**src/rtl/axis_pkg.sv**
```systemverilog
// Shared AXI-Stream definitions: fixed bus widths, arbiter state encoding and
// the round-robin winner search used by the packet arbiter.
package axis_pkg;

    localparam int AXIS_DATA_W = 32;
    localparam int AXIS_KEEP_W = 4;
    localparam int AXIS_OFS_W  = 2;

    typedef enum logic {
        ARB_IDLE,
        ARB_XFER
    } arb_state_t;

    // Scans ptr+1, ptr+2, ... modulo n; the port at ptr itself is checked last.
    function automatic int unsigned rr_pick(input logic [7:0] req,
                                            input int unsigned ptr,
                                            input int unsigned n);
        int unsigned w_win;
        int unsigned w_idx;
        logic        w_found;
        w_win   = 0;
        w_found = 1'b0;
        for (int unsigned k = 1; k <= 8; k++) begin
            w_idx = (ptr + k) % n;
            if (k <= n && !w_found && req[w_idx[2:0]]) begin
                w_win   = w_idx;
                w_found = 1'b1;
            end
        end
        return w_win;
    endfunction

endpackage

```
**src/rtl/axis_skid.sv**
```systemverilog
// Two-entry skid buffer: registered outputs, full throughput, and an upstream
// ready that depends only on the skid register so it never chains combinationally.
module axis_skid #(
    parameter int WIDTH = 41
) (
    input  logic             i_clk,
    input  logic             i_rst_n,
    input  logic             i_valid,
    input  logic [WIDTH-1:0] i_data,
    output logic             o_ready,
    output logic             o_valid,
    output logic [WIDTH-1:0] o_data,
    input  logic             i_ready
);

    logic             r_out_vld;
    logic             r_skid_vld;
    logic [WIDTH-1:0] r_out_data;
    logic [WIDTH-1:0] r_skid_data;

    assign o_ready = !r_skid_vld;
    assign o_valid = r_out_vld;
    assign o_data  = r_out_data;

    always_ff @(posedge i_clk or negedge i_rst_n) begin
        if (!i_rst_n) begin
            r_out_vld   <= 1'b0;
            r_skid_vld  <= 1'b0;
            r_out_data  <= '0;
            r_skid_data <= '0;
        end else if (!r_out_vld || i_ready) begin
            // Output slot frees up: drain the skid first, otherwise take the input.
            if (r_skid_vld) begin
                r_out_vld  <= 1'b1;
                r_out_data <= r_skid_data;
                r_skid_vld <= 1'b0;
            end else begin
                r_out_vld <= i_valid;
                if (i_valid) begin
                    r_out_data <= i_data;
                end
            end
        end else if (i_valid && !r_skid_vld) begin
            r_skid_vld  <= 1'b1;
            r_skid_data <= i_data;
        end
    end

endmodule

```
**src/rtl/axis_realign_arb.sv**
```systemverilog
// Packet-level round-robin arbiter feeding a single axis_realign instance; the
// winner's byte offset is latched at grant and travels with every beat.
module axis_realign_arb
    import axis_pkg::*;
#(
    parameter int N_PORTS = 4,
    parameter int ID_W    = 2,
    parameter int DATA_W  = AXIS_DATA_W
) (
    input  logic                         aclk,
    input  logic                         aresetn,
    input  logic [N_PORTS*DATA_W-1:0]    s_tdata,
    input  logic [N_PORTS*DATA_W/8-1:0]  s_tkeep,
    input  logic [N_PORTS-1:0]           s_tlast,
    input  logic [N_PORTS-1:0]           s_tvalid,
    input  logic [N_PORTS*AXIS_OFS_W-1:0] s_tuser,
    output logic [N_PORTS-1:0]           s_tready,
    input  logic [N_PORTS-1:0]           port_en,
    output logic [DATA_W-1:0]            m_tdata,
    output logic [DATA_W/8-1:0]          m_tkeep,
    output logic                         m_tlast,
    output logic                         m_tvalid,
    output logic [AXIS_OFS_W-1:0]        m_tuser,
    output logic [ID_W-1:0]              m_tid,
    input  logic                         m_tready,
    output logic                         busy
);

    localparam int KEEP_W = DATA_W / 8;
    localparam int OFS_W  = AXIS_OFS_W;
    localparam int PW     = DATA_W + KEEP_W + 1 + OFS_W + ID_W;

    arb_state_t        r_state;
    logic [ID_W-1:0]   r_grant;
    logic [ID_W-1:0]   r_rr_ptr;
    logic [OFS_W-1:0]  r_ofs;
    logic              r_busy;

    logic [N_PORTS-1:0] w_req;
    logic [7:0]         w_req8;
    logic [ID_W-1:0]    w_pick;
    logic [OFS_W-1:0]   w_pick_ofs;
    logic [DATA_W-1:0]  w_cur_data;
    logic [KEEP_W-1:0]  w_cur_keep;
    logic               w_cur_last;
    logic               w_cur_valid;
    logic               w_skid_in_valid;
    logic               w_skid_in_ready;
    logic               w_hs;
    logic [PW-1:0]      w_skid_in;
    logic [PW-1:0]      w_skid_out;

    assign w_req = s_tvalid & port_en;

    always_comb begin
        w_req8              = '0;
        w_req8[N_PORTS-1:0] = w_req;
    end

    assign w_pick = ID_W'(rr_pick(w_req8, 32'(r_rr_ptr), N_PORTS));

    // Two muxes: the offset of the candidate winner, and the locked source's beat.
    always_comb begin
        w_pick_ofs  = '0;
        w_cur_data  = '0;
        w_cur_keep  = '0;
        w_cur_last  = 1'b0;
        w_cur_valid = 1'b0;
        for (int i = 0; i < N_PORTS; i++) begin
            if (w_pick == ID_W'(i)) begin
                w_pick_ofs = s_tuser[OFS_W*i +: OFS_W];
            end
            if (r_grant == ID_W'(i)) begin
                w_cur_data  = s_tdata[DATA_W*i +: DATA_W];
                w_cur_keep  = s_tkeep[KEEP_W*i +: KEEP_W];
                w_cur_last  = s_tlast[i];
                w_cur_valid = s_tvalid[i];
            end
        end
    end

    assign w_skid_in_valid = (r_state == ARB_XFER) && w_cur_valid;
    assign w_hs            = w_skid_in_valid && w_skid_in_ready;

    always_comb begin
        s_tready = '0;
        if (r_state == ARB_XFER) begin
            for (int i = 0; i < N_PORTS; i++) begin
                if (r_grant == ID_W'(i)) begin
                    s_tready[i] = w_skid_in_ready;
                end
            end
        end
    end

    // port_en only gates new grants; an active packet always runs to its tlast.
    always_ff @(posedge aclk or negedge aresetn) begin
        if (!aresetn) begin
            r_state  <= ARB_IDLE;
            r_grant  <= '0;
            r_rr_ptr <= ID_W'(N_PORTS - 1);
            r_ofs    <= '0;
            r_busy   <= 1'b0;
        end else begin
            case (r_state)
                ARB_IDLE: begin
                    if (|w_req) begin
                        r_grant  <= w_pick;
                        r_rr_ptr <= w_pick;
                        r_ofs    <= w_pick_ofs;
                        r_state  <= ARB_XFER;
                        r_busy   <= 1'b1;
                    end
                end
                ARB_XFER: begin
                    if (w_hs && w_cur_last) begin
                        r_state <= ARB_IDLE;
                        r_busy  <= 1'b0;
                    end
                end
                default: begin
                    r_state <= ARB_IDLE;
                    r_busy  <= 1'b0;
                end
            endcase
        end
    end

    assign w_skid_in = {w_cur_data, w_cur_keep, w_cur_last, r_ofs, r_grant};

    axis_skid #(
        .WIDTH (PW)
    ) u_skid (
        .i_clk   (aclk),
        .i_rst_n (aresetn),
        .i_valid (w_skid_in_valid),
        .i_data  (w_skid_in),
        .o_ready (w_skid_in_ready),
        .o_valid (m_tvalid),
        .o_data  (w_skid_out),
        .i_ready (m_tready)
    );

    assign {m_tdata, m_tkeep, m_tlast, m_tuser, m_tid} = w_skid_out;
    assign busy = r_busy;

endmodule

```
**config.mk**
```make
export PLATFORM = sky130hd
export DESIGN_NAME = axis_realign_arb
export DESIGN_NICKNAME = d
export VERILOG_FILES = /design/src/rtl/axis_pkg.sv /design/src/rtl/axis_skid.sv /design/src/rtl/axis_realign_arb.sv
export SDC_FILE = /design/constraint.sdc
export NUM_CORES = 1
export LEC_CHECK = 0
export CAP_MARGIN = 20
export CORE_AREA = 2 2 80 159
export CTS_CLUSTER_DIAMETER = 80
export DETAILED_ROUTE_END_ITERATION = 7
export DIE_AREA = 0 0 82 161
export PLACE_DENSITY_LB_ADDON = 0.15
export SYNTH_ARGS = -nofsm -noshare
export SYNTH_HDL_FRONTEND = slang
export SYNTH_SLANG_ARGS = --single-unit
export TNS_END_PERCENT = 10
```
**constraint.sdc**
```tcl
create_clock -name aclk -period 2.15 [get_ports aclk]
set_input_delay 0.3225 -clock aclk [delete_from_list [all_inputs] [get_ports aclk]]
set_output_delay 0.3225 -clock aclk [all_outputs]
set_load 0.02 [all_outputs]
```
==> results by group <==
GRT
  • Wire length of the first global-routing pass: 20.1 mm
  • Largest net degree at the start of global routing: 34
  • Total gr overflow: 0
  • Global-route usage over all layers: 19.8%
  • Number of global-route vias before repair: 4,116
  • Number of antenna violations at the first check in global routing: 0

Pwr
  • Sequential power share: 28.1%
  • Peak VDD IR: 0.00102 V
  • Internal power: 0.00752 W
  • Psw: 0.00377 W
  • Ratio of total power to cell area: 1420 nW/um^2
  • Leakage power: 3.26 nW
  • Net switching share of the total power: 33.4%
  • Power share of the clock group: 13.0%
  • Final total power: 0.0113 W
  • Logic pwr share: 58.9%

Setup path
  • CP endpoint kind: output port
  • Crit path DAT: 1.76 ns
  • Required time reported for the critical path endpoint: 1.83 ns
  • CP startpoint kind: flop
  • Critical-path cell list: buf_12 -> and3_1 -> clkdlybuf4s50_1
  • Biggest fanout along the worst timing path: 19
  • CP Class: flop to output port
  • Crit path max-delay cell type: sky130_fd_sc_hd__clkdlybuf4s50_1
  • Delay contributed by the slowest stage of the critical path: 0.60 ns

Final layout
  • Footprint of the flip-flops and latches: 2310 sq um
  • Number of inserted diodes: 0
  • Commonest cells after routing, fill and taps aside: sky130_fd_sc_hd__clkdlybuf4s50_1 (210), sky130_fd_sc_hd__dfrtp_1 (87), sky130_fd_sc_hd__mux2_2 (81), sky130_fd_sc_hd__mux2_4 (39), sky130_fd_sc_hd__mux4_2 (38)
  • Fill cells: 949
  • Multi-input combinational cell area: 2720 sq um
  • Commonest non-fill, non-tap cell in the layout: sky130_fd_sc_hd__clkdlybuf4s50_1
  • Final cell count without fillers: 708
  • Area growth, synth to finish: 53.4%
  • Ratio of cells with drive above 1 in the final layout: 36.9%
  • Number of nets in the final layout: 723

Logic synthesis
  • Post-synthesis register bit count: 92
  • Synthesized area: 5170 sq um
  • Synth Warn #: 0
  • Post-synthesis cell type count: 32
  • Most used DFF post-synth: sky130_fd_sc_hd__dfrtp_1
  • Number of enable-type register cells in the synthesized netlist: 0
  • Average footprint of a synthesized cell: 15.5 sq um
  • Number of instances in the synthesized netlist: 333
  • Fraction of registers with async set or reset after synthesis: 100%
  • Share of synthesized area occupied by flip-flops and latches: 44.6%
  • Synthesized net count: 500

Floorplanning
  • Core area: 12,000 sq um
  • Die W: 82 microns
  • Vertical die dimension: 161 microns
  • Starting density of the core: 43.1%
  • Floorplan row count: 57
  • IO Pins: 214
  • Die area: 13,200 sq um

STA
  • Count of endpoints failing hold in the final timing report: 0
  • Worst relative slew slack: 68.7%
  • Final Cycle Share: 97.0%
  • Final period demand of the worst path: 2.09 ns
  • Worst Max-Slew Pin Slew: 0.464 ns
  • Final Max Slew Viols: 0
  • Largest clock skew in the final design: 0.0104 ns
  • Highest attainable clock frequency: 0.479 GHz
  • Unrepaired setup endpoints after global routing: false
  • Final setup violating endpoints: 0

Clocking
  • Clock edge transition at the registers on the reported setup and hold paths: 0.07 ns
  • Maximum number of buffers from clock root to sink: 2
  • CTS tree: yes
  • CTS Root Buffer Type: sky130_fd_sc_hd__clkbuf_16
  • CTS HTree Levels: 3
  • Number of clock sinks: 92
  • Clock buffer count from CTS: 9
  • Worst-Skew Late Latency: 0.34 ns

Route
  • DRC violations left: 0
  • Uppermost metal layer occupied by signal nets: met4
  • Met3 layer wire length in the routed design: 831 microns
  • Met1 Wirelength: 4.86 mm
  • Length of the first detailed-routing pass in iterations: 4
  • Final wirelength: 12.3 mm
  • Total length of routed met2 wires: 6.45 mm
  • Post-DR vias/cell: 5.28
  • Vias: 3,740
  • First-iteration detailed-routing DRC count: 108
  • Routed WL per cell: 17.4 microns
  • ANT nets after route: 0

Hold path
  • Worst min-delay path category: primary input to async pin

Placed design
  • Cell count after placement: 691
  • Post-DP HPWL: 9.65 mm
  • Placer's final routability congestion estimate: 0.744
  • Port Buf Inserts: 213

Job
  • Max-Cap Viols: 0

Status
  • Outcome: completed
synth_stat cells (all sizes together) (2+ instances only):
cell     instances  share of area [%]
a21oi            3               0.29
and3             2               0.24
buf             16                2.3
clkbuf           9               0.65
dfrtp           90                 44
dfstp            2                1.0
inv              2               0.15
mux2           120                 29
mux2i            5               0.97
mux4            38                 17
nand2           16                1.2
nand2b           2               0.24
nor2             7               0.65
nor2b            3               0.36
o2111ai          2               0.34
o21ai            2               0.19
o221ai           2               0.34
o31a             2               0.34
metal layers:
metal | GRT usage [%] | vias up
met5 | 0 | -
met4 | 5.45 | 0
met3 | 4.19 | 11
met2 | 34.0 | 118
met1 | 24.7 | 1887
li1 | - | 1724
power by group through the flow:
stage	sequential, W	clock, W	combinational (W)
after global routing	0.00329	0.00159	0.00714
final	0.00318	0.00147	0.00665
after global placement	0.00316	0	0.00664
after CTS	0.00318	0.00152	0.00677
after floorplan	0.00355	0	0.00408
after detailed placement	0.00319	0	0.00674
final cells by class:
cell class,instances,area share (%)
inverters,2,0.0947
repair buffers,237,30.7
well taps,147,2.32
multi-input cells,214,34.3
flip-flops and latches,92,29.1
clock inverters,6,0.600
clock buffers,10,2.89
per-stage QoR:
step / setup TNS, ns / hold slack, ns / cell area (sq um) / setup WS (ns) / utilization (%)
6_report: 0 / 0.431 / 7930 / 0.0639 / 66.2
5_1_grt: 0 / 0.473 / 7930 / 0.00536 / 66.2
4_1_cts: 0 / 0.448 / 7920 / 0.00910 / 66.1
3_5_place_dp: -4.55 / 0.270 / 7630 / -0.0794 / 63.7
3_3_place_gp: -1.97 / 0.275 / 7630 / -0.0433 / 63.7
2_1_floorplan: 0 / 0.0269 / 5170 / 0.171 / -
state kept, by name, summed over array words and instances, names as in the netlist:
| register | count |
|---|---|
| u_skid.o_data | 41 |
| r_grant | 2 |
| u_skid.o_valid | 1 |
| busy | 1 |
| r_state | 1 |
| r_ofs | 2 |
| u_skid.r_skid_data | 41 |
| r_rr_ptr | 2 |
| u_skid.r_skid_vld | 1 |
cell families after synthesis:
kind of cell / count (synthesis) / synth area share (%)
simple gates: 33 / 3.15
mux: 163 / 46.5
flops: 92 / 44.6
buf+inv: 27 / 3.05
compound gates: 18 / 2.66
worst paths after layout:
| check | start | to | slack (ns) | depth (start not counted) |
|---|---|---|---|---|
| max | r_grant[0]$_DFFE_PN0P_ | s_tready[3] | 0.06 | 3 |
| min | aresetn | u_skid.r_skid_data[33]$_DFFE_PN0P_ | 0.43 | 2 |
| max reg2reg | r_grant[1]$_DFFE_PN0P_ | u_skid.o_data[27]$_DFFE_PN0P_ | 0.23 | 6 |
| min reg2reg | u_skid.r_skid_data[13]$_DFFE_PN0P_ | u_skid.r_skid_data[13]$_DFFE_PN0P_ | 0.50 | 1 |
| max in group asynchronous | aresetn | u_skid.r_skid_data[37]$_DFFE_PN0P_ | 1.15 | 3 |
| min in group aclk | u_skid.r_skid_data[13]$_DFFE_PN0P_ | u_skid.r_skid_data[13]$_DFFE_PN0P_ | 0.50 | 1 |
worst max-delay path: cells and delay by family, from the launching register on:
family | cells | cell delay [ns]
buffers and inverters | 2 | 0.80
DFF | 1 | 0.45
and+or+nand+nor | 1 | 0.18
timing repair:
action / in CTS / in global routing
endpoints found under the setup margin: 3 / 3
hold buffers: 1 / 0
hold endpoints to repair: 23 / 0
setup buffers: 0 / 0
resized for setup: 3 / 2
(Power assumes the default switching activity.)
